File: config.mk
export PLATFORM = sky130hd
export DESIGN_NAME = raster_addr_gen_flat
export DESIGN_NICKNAME = d
export VERILOG_FILES = /design/src/rtl/raster_addr_gen_pkg.sv /design/src/rtl/raster_addr_gen_if.sv /design/src/rtl/raster_scale_counter.sv /design/src/rtl/raster_addr_gen.sv /design/src/flat_wrapper.sv
export SDC_FILE = /design/constraint.sdc
export NUM_CORES = 1
export LEC_CHECK = 0
export CORE_ASPECT_RATIO = 0.5
export CORE_MARGIN = 4
export CORE_UTILIZATION = 30
export DETAILED_ROUTE_END_ITERATION = 6
export GPL_TIMING_DRIVEN = 0
export PLACE_DENSITY = 0.58
export SYNTH_ARGS = -nofsm -noshare
export SYNTH_HDL_FRONTEND = slang
export SYNTH_HIERARCHICAL = 1
export SYNTH_SLANG_ARGS = --single-unit
File: constraint.sdc
create_clock -name clk -period 3.1 [get_ports clk]
set_clock_uncertainty 0.1 [all_clocks]
set_input_delay 0.465 -clock clk [delete_from_list [all_inputs] [get_ports clk]]
set_output_delay 0.465 -clock clk [all_outputs]
set_load 0.02 [all_outputs]
File: src/rtl/raster_addr_gen_pkg.sv
// Shared definitions for the raster address generator and the downstream
// pixel decoder: bpp encoding, command word field layout and bus widths.
package raster_addr_gen_pkg;

  localparam int ADDR_W = 20;
  localparam int CMD_W  = 32;

  typedef enum logic [2:0] {
    BPP_1  = 3'd0,
    BPP_2  = 3'd1,
    BPP_4  = 3'd2,
    BPP_8  = 3'd3,
    BPP_16 = 3'd4
  } bpp_mode_e;

  // Command word field offsets and widths
  localparam int CMD_BITOFS   = 0;
  localparam int CMD_BITOFS_W = 4;
  localparam int CMD_BPP      = 4;
  localparam int CMD_BPP_W    = 3;
  localparam int CMD_VALID    = 7;
  localparam int CMD_LAYER    = 8;
  localparam int CMD_LAYER_W  = 3;
  localparam int CMD_HCNT     = 11;
  localparam int CMD_HCNT_W   = 4;

  // Codes 5..7 are unused encodings and fold onto 16 bpp.
  function automatic logic [2:0] eff_bpp(input logic [2:0] mode);
    return (mode > 3'(BPP_16)) ? 3'(BPP_16) : mode;
  endfunction

  // Index of the last pixel in a 16-bit word: 16>>mode minus one.
  function automatic logic [3:0] pix_last(input logic [2:0] mode);
    return 4'd15 >> mode;
  endfunction

endpackage

File: src/rtl/raster_addr_gen_if.sv
// Bus bundle between the video timing/config side and one raster address
// generator; the master drives timing and config, the slave returns the
// RAM address and pass-thru command word.
interface raster_addr_gen_if;
  import raster_addr_gen_pkg::*;

  logic [3:0]        pc_ena_in;
  logic              h_ena;
  logic              new_line;
  logic              new_frame;
  logic              enable;
  logic [ADDR_W-1:0] base_addr;
  logic [15:0]       pitch;
  logic [3:0]        h_scale;
  logic [3:0]        v_scale;
  logic [2:0]        bpp_mode;
  logic [ADDR_W-1:0] addr_out;
  logic [CMD_W-1:0]  cmd_out;

  modport master (
    output pc_ena_in, h_ena, new_line, new_frame, enable,
           base_addr, pitch, h_scale, v_scale, bpp_mode,
    input  addr_out, cmd_out
  );

  modport slave (
    input  pc_ena_in, h_ena, new_line, new_frame, enable,
           base_addr, pitch, h_scale, v_scale, bpp_mode,
    output addr_out, cmd_out
  );

endinterface

File: src/rtl/raster_scale_counter.sv
// Generic repeat counter: counts advance strobes up to a limit and then
// returns to zero. WRAP_ON_GE selects whether a count already past the
// limit (after the limit was lowered) wraps at once or runs on to overflow.
module raster_scale_counter #(
  parameter int CNT_W      = 4,
  parameter bit WRAP_ON_GE = 1'b1
) (
  input  logic             clk,
  input  logic             reset,
  input  logic             i_tick,
  input  logic             i_clear,
  input  logic             i_adv,
  input  logic [CNT_W-1:0] i_limit,
  output logic [CNT_W-1:0] o_cnt
);

  logic [CNT_W-1:0] r_cnt;
  logic             w_at_limit;

  assign w_at_limit = WRAP_ON_GE ? (r_cnt >= i_limit) : (r_cnt == i_limit);
  assign o_cnt      = r_cnt;

  // Clear wins over advance; nothing moves off the update tick.
  always_ff @(posedge clk or posedge reset) begin
    if (reset) begin
      r_cnt <= '0;
    end else if (i_tick) begin
      if (i_clear) begin
        r_cnt <= '0;
      end else if (i_adv) begin
        r_cnt <= w_at_limit ? '0 : CNT_W'(r_cnt + 1'b1);
      end
    end
  end

endmodule

File: src/rtl/raster_addr_gen.sv
// Per-layer read-address generator. Each update tick produces the byte
// address and command word of the pixel being displayed, then advances the
// internal pointer to the next pixel (with horizontal/vertical repeat).
module raster_addr_gen
  import raster_addr_gen_pkg::*;
#(
  parameter logic [3:0] PC_UPDATE_PHASE = 4'd4,
  parameter logic [2:0] LAYER_ID        = 3'd0
) (
  input  logic             clk,
  input  logic             reset,
  raster_addr_gen_if.slave bus
);

  logic [ADDR_W-1:0] r_line_base;
  logic [ADDR_W-1:0] r_ptr;
  logic [3:0]        r_pix_idx;
  logic [ADDR_W-1:0] r_addr_out;
  logic [CMD_W-1:0]  r_cmd_out;

  logic              w_tick;
  logic              w_do_frame;
  logic              w_do_line;
  logic              w_do_pix;
  logic [3:0]        w_h_cnt;
  logic [3:0]        w_v_cnt;
  logic              w_h_wrap;
  logic              w_v_wrap;
  logic [2:0]        w_bpp;
  logic              w_pix_wrap;
  logic [ADDR_W-1:0] w_base_even;
  logic [ADDR_W-1:0] w_pitch_even;

  logic [ADDR_W-1:0] w_line_base_nx;
  logic [ADDR_W-1:0] w_ptr_nx;
  logic [3:0]        w_pix_idx_nx;
  logic [ADDR_W-1:0] w_addr_out_nx;
  logic [CMD_W-1:0]  w_cmd_out_nx;

  assign w_tick     = (bus.pc_ena_in == PC_UPDATE_PHASE);
  assign w_do_frame = bus.new_frame;
  assign w_do_line  = !bus.new_frame && bus.new_line;
  assign w_do_pix   = !bus.new_frame && !bus.new_line && bus.h_ena;

  raster_scale_counter #(.CNT_W(4), .WRAP_ON_GE(1'b1)) u_h_cnt (
    .clk     (clk),
    .reset   (reset),
    .i_tick  (w_tick),
    .i_clear (bus.new_frame | bus.new_line),
    .i_adv   (w_do_pix),
    .i_limit (bus.h_scale),
    .o_cnt   (w_h_cnt)
  );

  raster_scale_counter #(.CNT_W(4), .WRAP_ON_GE(1'b0)) u_v_cnt (
    .clk     (clk),
    .reset   (reset),
    .i_tick  (w_tick),
    .i_clear (bus.new_frame),
    .i_adv   (w_do_line),
    .i_limit (bus.v_scale),
    .o_cnt   (w_v_cnt)
  );

  // Same limit tests the counters use internally to decide their wrap.
  assign w_h_wrap = (w_h_cnt >= bus.h_scale);
  assign w_v_wrap = (w_v_cnt == bus.v_scale);

  assign w_bpp        = eff_bpp(bus.bpp_mode);
  // ">=" also catches a pixel index left out of range by a bpp change.
  assign w_pix_wrap   = (r_pix_idx >= pix_last(w_bpp));
  assign w_base_even  = bus.base_addr & ~ADDR_W'(1);
  assign w_pitch_even = {4'b0000, bus.pitch & 16'hFFFE};

  // Next pointer/line state and the outputs to register on this tick.
  always_comb begin
    w_line_base_nx = r_line_base;
    w_ptr_nx       = r_ptr;
    w_pix_idx_nx   = r_pix_idx;
    w_addr_out_nx  = r_ptr;
    w_cmd_out_nx   = '0;

    if (w_do_frame) begin
      w_line_base_nx = w_base_even;
      w_ptr_nx       = w_base_even;
      w_pix_idx_nx   = 4'd0;
      w_addr_out_nx  = w_base_even;
    end else if (w_do_line) begin
      if (w_v_wrap) begin
        w_line_base_nx = r_line_base + w_pitch_even;
      end
      w_ptr_nx      = w_line_base_nx;
      w_pix_idx_nx  = 4'd0;
      w_addr_out_nx = w_line_base_nx;
    end else if (w_do_pix) begin
      if (w_h_wrap) begin
        if (w_pix_wrap) begin
          w_pix_idx_nx = 4'd0;
          w_ptr_nx     = r_ptr + ADDR_W'(2);
        end else begin
          w_pix_idx_nx = r_pix_idx + 4'd1;
        end
      end
    end

    // Strobe ticks report the fresh line start; others the current pixel.
    if (!(bus.new_frame || bus.new_line)) begin
      w_cmd_out_nx[CMD_BITOFS +: CMD_BITOFS_W] = 4'(r_pix_idx << w_bpp);
      w_cmd_out_nx[CMD_HCNT +: CMD_HCNT_W]     = w_h_cnt;
    end
    w_cmd_out_nx[CMD_BPP +: CMD_BPP_W]     = w_bpp;
    w_cmd_out_nx[CMD_VALID]                = bus.enable & bus.h_ena;
    w_cmd_out_nx[CMD_LAYER +: CMD_LAYER_W] = LAYER_ID;
  end

  // State and outputs move together, only on the update phase.
  always_ff @(posedge clk or posedge reset) begin
    if (reset) begin
      r_line_base <= '0;
      r_ptr       <= '0;
      r_pix_idx   <= '0;
      r_addr_out  <= '0;
      r_cmd_out   <= '0;
    end else if (w_tick) begin
      r_line_base <= w_line_base_nx;
      r_ptr       <= w_ptr_nx;
      r_pix_idx   <= w_pix_idx_nx;
      r_addr_out  <= w_addr_out_nx;
      r_cmd_out   <= w_cmd_out_nx;
    end
  end

  assign bus.addr_out = r_addr_out;
  assign bus.cmd_out  = r_cmd_out;

endmodule

File: src/flat_wrapper.sv
// flat-port wrapper written by rule: the top's interface ports become plain ports
module raster_addr_gen_flat import raster_addr_gen_pkg::*;
#(
  parameter logic [3:0] PC_UPDATE_PHASE = 4'd4,
  parameter logic [2:0] LAYER_ID        = 3'd0
)
  (clk, reset, bus_pc_ena_in, bus_h_ena, bus_new_line, bus_new_frame, bus_enable, bus_base_addr, bus_pitch, bus_h_scale, bus_v_scale, bus_bpp_mode, bus_addr_out, bus_cmd_out);
  raster_addr_gen_if bus_i ();
  input  logic clk;
  input  logic reset;
  input wire logic [$bits(bus_i.pc_ena_in)-1:0] bus_pc_ena_in;
  input wire logic [$bits(bus_i.h_ena)-1:0] bus_h_ena;
  input wire logic [$bits(bus_i.new_line)-1:0] bus_new_line;
  input wire logic [$bits(bus_i.new_frame)-1:0] bus_new_frame;
  input wire logic [$bits(bus_i.enable)-1:0] bus_enable;
  input wire logic [$bits(bus_i.base_addr)-1:0] bus_base_addr;
  input wire logic [$bits(bus_i.pitch)-1:0] bus_pitch;
  input wire logic [$bits(bus_i.h_scale)-1:0] bus_h_scale;
  input wire logic [$bits(bus_i.v_scale)-1:0] bus_v_scale;
  input wire logic [$bits(bus_i.bpp_mode)-1:0] bus_bpp_mode;
  output wire logic [$bits(bus_i.addr_out)-1:0] bus_addr_out;
  output wire logic [$bits(bus_i.cmd_out)-1:0] bus_cmd_out;
  assign bus_i.pc_ena_in = bus_pc_ena_in;
  assign bus_i.h_ena = bus_h_ena;
  assign bus_i.new_line = bus_new_line;
  assign bus_i.new_frame = bus_new_frame;
  assign bus_i.enable = bus_enable;
  assign bus_i.base_addr = bus_base_addr;
  assign bus_i.pitch = bus_pitch;
  assign bus_i.h_scale = bus_h_scale;
  assign bus_i.v_scale = bus_v_scale;
  assign bus_i.bpp_mode = bus_bpp_mode;
  assign bus_addr_out = bus_i.addr_out;
  assign bus_cmd_out = bus_i.cmd_out;
  raster_addr_gen #(.PC_UPDATE_PHASE(PC_UPDATE_PHASE), .LAYER_ID(LAYER_ID)) u_core (.clk(clk), .reset(reset), .bus(bus_i));
endmodule
After elaboration in Yosys (flattened, before gate mapping)
Cells that the tools add are included. W data, S select, Z words.

Flip-flop bits (word level): 84. Bits in latches: 0. Bits in writable memories: 0. ROM bits: 0. Bits of input ports: 57. Output and inout bits: 52. Memories kept: 0.

$add $sub $neg: 5. Multiply operators: 0. Div/mod/pow operators: 0. Order comparisons: 3. Equal/unequal tests: 2. Shift-type cells: 2. Muxes and demuxes: 24. Bitwise gates (word level): 2. Reduce and logical (&&, ||, !) cells: 15.

Operator list (count): $mux W20 (10); $mux W4 (13); $add A20 B16 Y20 (1); $add A20 B2 Y20 const B (1); $add A4 B1 Y4 const B (3); $reduce_bool A3 Y1 (3); $ge A4 B4 Y1 (2); $eq A4 B3 Y1 const B (1); $eq A4 B4 Y1 (1); $reduce_and A2 Y1 (2); $reduce_and A4 Y1 (1); $reduce_bool A2 Y1 (2); $shl A4 B3 Y4 (1); $shr A4 B3 Y4 const A (1); $gt A3 B3 Y1 const B (1); $logic_and A1 B1 Y1 (3); $mux W3 (1); $reduce_and A3 Y1 (1); $logic_not A1 Y1 (2); $and A1 B1 Y1 (1); $logic_or A1 B1 Y1 (1); $or A1 B1 Y1 (1).

Longest topological paths before layout
Gate-level depths: netlist of the first run.

Word-level depth: 9. Mapped depth: 11.

By module
The synthesis of the first run kept the hierarchy.

Modules (own cells, without submodules): raster_addr_gen (instances 1, cells an instance 648, area each 5277.6 µm²); raster_scale_counter at u_core.u_h_cnt (instances 1, cells an instance 35, area each 312.8 µm²); raster_scale_counter at u_core.u_v_cnt (instances 1, cells an instance 26, area each 251.5 µm²).

Least setup slack after synthesis of the first run
Ideal clock, no wire load.

Path type: input to register. From: input port bus_pitch[1]. To: register u_core.r_ptr[15]. Library setup time: 0.140 ns. Arrival: 2.325 ns. Path slack: 0.536 ns. Stages: 11. Buffers on the path: 0. Path through: ha_1 -> inv_1 -> fa_1 -> nand2b_1 -> a21oi_1 -> nand2b_1 -> a21oi_1 -> o21bai_1 -> xnor2_1 -> a222oi_1 -> o211ai_1.

Longest elaborated chain between the ends: 4.

RTL lines: start: declaration (line flat_wrapper.sv:17) `input wire logic [$bits(bus_i.pitch)-1:0] bus_pitch;`; $add A20 B16 Y20 (line raster_addr_gen.sv:90) `w_line_base_nx = r_line_base + w_pitch_even;`; $mux W20 (line raster_addr_gen.sv:89) `if (w_v_wrap) begin`; $mux W20 (line raster_addr_gen.sv:88) `end else if (w_do_line) begin`; $mux W20 (line raster_addr_gen.sv:83) `if (w_do_frame) begin`; end signal: assignment (line raster_addr_gen.sv:126) `r_ptr <= w_ptr_nx;`; end: declaration (line raster_addr_gen.sv:16) `logic [ADDR_W-1:0] r_ptr;`.

Every way passes these cells. A chain may end at the register's enable or synchronous reset.

Worst setup path after layout of the first run
Ends and elaborated chain as after synthesis.

==> impl_metrics.ini, run 1 <==
[synth]
ys_ff_latch = 83
yosysWarnings = 6
ys_types = 74
async_flop_share = 1.00
synth_ff_type = dfrtp_1
synth_edf_count = 0
ys_seq_area_frac = 0.356
syn_area_mm2 = 0.00584
avgSynthCellArea_um2 = 8.24
syn_inst = 709

[die]
core_mm2 = 0.0187
rows = 35
start_util = 0.312
die_x_um = 205
io_pins = 109
die_h_um = 107
die-area_mm2 = 0.0219

[final_layout]
area_growth_syn_to_layout_pct = 27.9
drive_gt1_frac = 0.0983
final_area_mm2 = 0.00747
diodes = 0
fin_nets = 918

[cts]
cts_buffer_depth = 2
clock_latency_ns = 0.34
cts_buffers = 9
cts_root_buf = clkbuf_16
tritoncts = built
cts-htree-levels = 3
cts.sinks = 83
clk_pin_slew_ns = 0.06

[place]
placed_cell_area_mm2 = 0.00712
place_congestion = 0.920
dp_hpwl_um = 14500
portBuffers = 86

[run]
drv_cap = 0

[drt]
num_vias = 5699
routed_via_density = 5.21
postRouteAntennaNets = 0
wl_per_cell_um = 17.5
first_pass_iters = 5
drtIter0Drc = 442
routed_wl_um = 19100
drc = 0

[setup_path]
cp_data_required_time_ns = 3.20
crit_arrival_ns = 3.06
worst-path-max-fanout = 3
cp-end-kind = register
path_class = in2reg
cp-start-kind = input port

[global_routing]
grt_max_degree = 40
first_global_vias = 5577
antenna_found_initial = 0
grt_pass1_wl_um = 30700
grtUsageTotal = 0.175
grt.overflow.total = 0

[outcome]
status = completed

[timing]
drv_slew = 0
tightest_slew_ns = 0.704
relSlewSlack = 0.531
fmax_mhz = 338
setup_viol = 0
hold_ws_ns = 0.320
finalSetupTns_ns = 0
finalCritPeriodShare = 0.954
hold_viol_final = 0
min_period_ns = 2.96

[pwr]
vdd_drop_max_v = 0.000302
p_leak_nw = 3.21
powerDensity_mw_per_mm2 = 556

[min_path]
worstHoldPathType = in2async
layout make-up:
type,instances,area (um2)
Buffer,57,317
Clock buffer,9,225
Clock inverter,7,43.8
Fill cell,1931,11300
Inverter,27,109
Multi-Input combinational cell,561,3470
Sequential cell,83,2080
Tap cell,259,324
Timing Repair Buffer,90,903
cell usage after synthesis, types with 10 or more instances:
cell      instances  area [um2]
nand2_1         106         398
dfrtp_1          83        2080
o21ai_0          69         345
a21oi_1          57         285
nor2_1           41         154
ha_1             31         388
nand3_1          27         135
inv_1            25        93.8
buf_4            21         158
clkbuf_1         21        78.8
nor3_1           17        85.1
xnor2_1          17         149
buf_2            12        60.1
nand4_1          12        75.1
a31oi_1          11        68.8
a21o_1           10        75.1
o211ai_1         10        75.1
worst max-delay path, cell delays in order:
cell and delay (ns):
clkdlybuf4s50_1 0.47, ha_2 0.19, inv_1 0.05, fa_2 0.36, nand2b_4 0.17, a21oi_4 0.17
nand2b_4 0.15, a21oi_1 0.10, o21bai_1 0.23, xnor2_2 0.11, a222oi_1 0.30, buf_4 0.19
o211ai_1 0.09
stage by stage:
stage | util | power (mW) | setup WS [ns] | std cells
after global routing | 0.399 | 4.43 | -0.00705 | 1093
after detailed placement | 0.380 | 3.10 | -0.535 | 1074
final | 0.399 | 4.15 | 0.144 | 1093
after floorplan | - | 2.54 | 0.536 | 728
after CTS | 0.395 | 4.13 | 0.00860 | 1091
after global placement | 0.379 | 3.06 | -0.965 | 1073
cell usage in the layout, fill, tap and decap left out, types with 16 or more instances in the layout:
master           netlist  layout
nand3_1               27      27
o21ai_0               69      67
dfrtp_1               83      83
clkbuf_1              21      21
a21oi_1               57      56
clkdlybuf4s50_1        0      86
ha_1                  31      30
xnor2_1               17      16
nand2_1              106     106
nor2_1                41      41
conb_1                 1      20
nor3_1                17      16
buf_4                 21      24
inv_1                 25      24
power breakdown:
group,switching [mW],internal (mW)
clock,0.462,0.540
sequential,0.270,1.31
combinational,0.884,0.684
path summary, 6_finish.rpt:
path | cells past startpoint | endpoint | slack (ns) | from
max in group asynchronous | 3 | u_core/bus.addr_out[4]$_DFFE_PP0P_ | 1.83 | reset
min in group clk | 2 | u_core/bus.cmd_out[13]$_DFFE_PP0P_ | 0.37 | u_core/bus.cmd_out[13]$_DFFE_PP0P_
worst min-delay path | 2 | u_core/u_v_cnt/o_cnt[2]$_DFFE_PP0P_ | 0.32 | reset
worst min register to register | 2 | u_core/bus.cmd_out[13]$_DFFE_PP0P_ | 0.37 | u_core/bus.cmd_out[13]$_DFFE_PP0P_
worst max-delay path | 13 | u_core/r_ptr[15]$_DFFE_PP0P_ | 0.14 | bus_pitch[1]
worst max register to register | 10 | u_core/bus.addr_out[14]$_DFFE_PP0P_ | 0.28 | u_core/r_line_base[11]$_DFFE_PP0P_
sequential cells by signal (all words and copies together) (netlist names):
| signal | count |
|---|---|
| u_core/r_line_base | 19 |
| u_core/r_pix_idx | 4 |
| u_core/r_ptr | 20 |
| u_core/u_v_cnt/o_cnt | 4 |
| u_core/u_h_cnt/o_cnt | 4 |
| u_core/bus.addr_out | 20 |
| u_core/bus.cmd_out | 12 |
cells by family after synthesis:
family	Yosys count	synth area share
compound gates	228	0.250
other cells	1	0.000642
flops	83	0.356
mux	8	0.0139
fa+ha+maj	32	0.0698
simple gates	249	0.202
xor+xnor	24	0.0360
buf+inv	84	0.0722
routing by layer:
metal | up-vias | track usage | wire length, um
met4 | 0 | 0.0349 | 140
met5 | - | 0 | 0
met1 | 2731 | 0.250 | 8960
li1 | 2756 | - | -
met3 | 12 | 0.0378 | 1450
met2 | 200 | 0.274 | 8570
timing repair:
item,CTS,global route
endpoints found under the hold margin,0,0
pin swaps,1,4
hold buffers,0,0
endpoints found under the setup margin,3,25
resized for setup,1,13
buffers inserted,1,2
(Power assumes the default switching activity.)
==> run 2, diff against run 1 <==
- clock period: 3.1 -> 3.75 ns (I/O delays scaled with it)
==> impl_metrics.ini, run 2 (synthesis results as in run 1) <==
[outcome]
status = completed

[timing]
fmax_mhz = 285
setup_viol = 0
rsz0062_at_grt = false
relSlewSlack = 0.520
drv_slew = 0
hold_viol_final = 0
finalCritPeriodShare = 0.937
tightest_slew_ns = 0.715
min_period_ns = 3.51
finalSetupTns_ns = 0
hold_ws_ns = 0.370
setup_ws_ns = 0.237

[cts]
clock_latency_ns = 0.34
cts_buffers = 9
cts-htree-levels = 3
cts.sinks = 83
tritoncts = built
cts.repair.resized = 0
cts_root_buf = clkbuf_16
cts_hold_buf = 0
clk_pin_slew_ns = 0.06
cts_buffer_depth = 2
cts_setup_buffers = 0

[global_routing]
grt_pass1_wl_um = 30700
grt_max_degree = 40
first_global_vias = 5577
grt.overflow.total = 0
grtUsageTotal = 0.175
antenna_found_initial = 0

[setup_path]
path_class = in2reg
rr_worst_depth = 11
cp_data_required_time_ns = 3.84
crit_arrival_ns = 3.60
reg2reg_from = u_core/r_line_base[1]$_DFFE_PP0P_
r2r_end = u_core/r_ptr[15]$_DFFE_PP0P_
critPathMaxStageDelay_ns = 0.66
cp-end-kind = register
cp-start-kind = input port
r2r_slack_ns = 0.52
critPathSlowestCell = a222oi_1
worst-path-max-fanout = 4
cp_cell_sequence = clkdlybuf4s50_1, ha_1, inv_1, fa_1, nand2b_1, a21oi_1, nand2b_1, a21oi_1, o21bai_1, xnor2_1, a222oi_1, o211ai_1

[min_path]
min_to = u_core/bus.cmd_out[13]$_DFFE_PP0P_
hold_start = u_core/bus.cmd_out[13]$_DFFE_PP0P_
hold_depth = 2
worstHoldPathType = reg2reg

[place]
placedCellCount = 1074
place_ws_ns = 0.0174
dp_hpwl_um = 14500
place_congestion = 0.920
portBuffers = 86

[drt]
wl_per_cell_um = 17.5
drtIter0Drc = 394
postRouteAntennaNets = 0
num_vias = 5695
routed_wl_um = 19000
routed_via_density = 5.22
first_pass_iters = 5
drc = 0

[final_layout]
drive_gt1_frac = 0.0830
layout_common_cells = nand2_1, clkdlybuf4s50_1, dfrtp_1
fin_nets = 915
fin_cells = 1090
fin_util = 0.394
diodes = 0
mostFrequentLayoutCell = nand2_1
area_growth_syn_to_layout_pct = 26.5
nFillCells = 1929

[pwr]
p_leak_nw = 3.17
vdd_drop_max_v = 0.000247
powerDensity_mw_per_mm2 = 460

[die]
die-area_mm2 = 0.0219
core_mm2 = 0.0187
rows = 35
io_pins = 109
die_h_um = 107
die_x_um = 205
start_util = 0.312

[run]
drv_cap = 0
-- run 2: cell type report --
class | instances | area, um2 | share of cell area
well taps | 259 | 324 | 0.0439
clock buffers | 9 | 225 | 0.0305
flip-flops and latches | 83 | 2080 | 0.281
multi-input cells | 561 | 3410 | 0.462
clock inverters | 7 | 43.8 | 0.00593
repair buffers | 87 | 881 | 0.119
plain buffers | 57 | 315 | 0.0427
inverters | 27 | 109 | 0.0147
-- run 2: how the worst max path moves through the flow --
stage                       startpoint                            endpoint  slack [ns]  depth (start not counted)
after floorplan           bus_pitch[1]        u_core/r_ptr[15]$_DFFE_PP0P_        1.09                         11
after global placement           reset  u_core/bus.addr_out[1]$_DFFE_PP0P_       -0.41                          2
after detailed placement  bus_pitch[1]        u_core/r_ptr[15]$_DFFE_PP0P_        0.02                         12
after CTS                 bus_pitch[1]        u_core/r_ptr[15]$_DFFE_PP0P_        0.37                         12
after global routing      bus_pitch[1]        u_core/r_ptr[13]$_DFFE_PP0P_        0.01                         12
final                     bus_pitch[1]        u_core/r_ptr[15]$_DFFE_PP0P_        0.24                         12
-- run 2: power by group --
part | internal (mW) | switching, mW | leakage [nW]
sequential | 1.09 | 0.222 | 1.05
combinational | 0.546 | 0.717 | 1.99
clock | 0.446 | 0.383 | 0.131
-- run 2: through the flow --
stage               area (um2)  power [mW]
floorplan                 5910        2.10
global placement          7100        2.53
detailed placement        7120        2.56
CTS                       7390        3.41
global route              7390        3.63
finish                    7390        3.40
-- run 2: layer usage --
metal	up-vias	wire (um)	track usage	part of all wire
met5	-	0	0	0
met3	11	1400	0.0378	0.074
met4	0	130	0.0349	0.0068
li1	2750	-	-	-
met1	2731	8970	0.250	0.47
met2	203	8540	0.274	0.45
-- run 2: critical path: cells and delay by family --
kind                     cells  cell delay, ns
adder cells (fa/ha/maj)      2            0.60
XOR/XNOR                     1            0.15
AO/OA/AOI/OAI                5            1.38
AND/OR/NAND/NOR              2            0.37
buffers and inverters        2            0.52
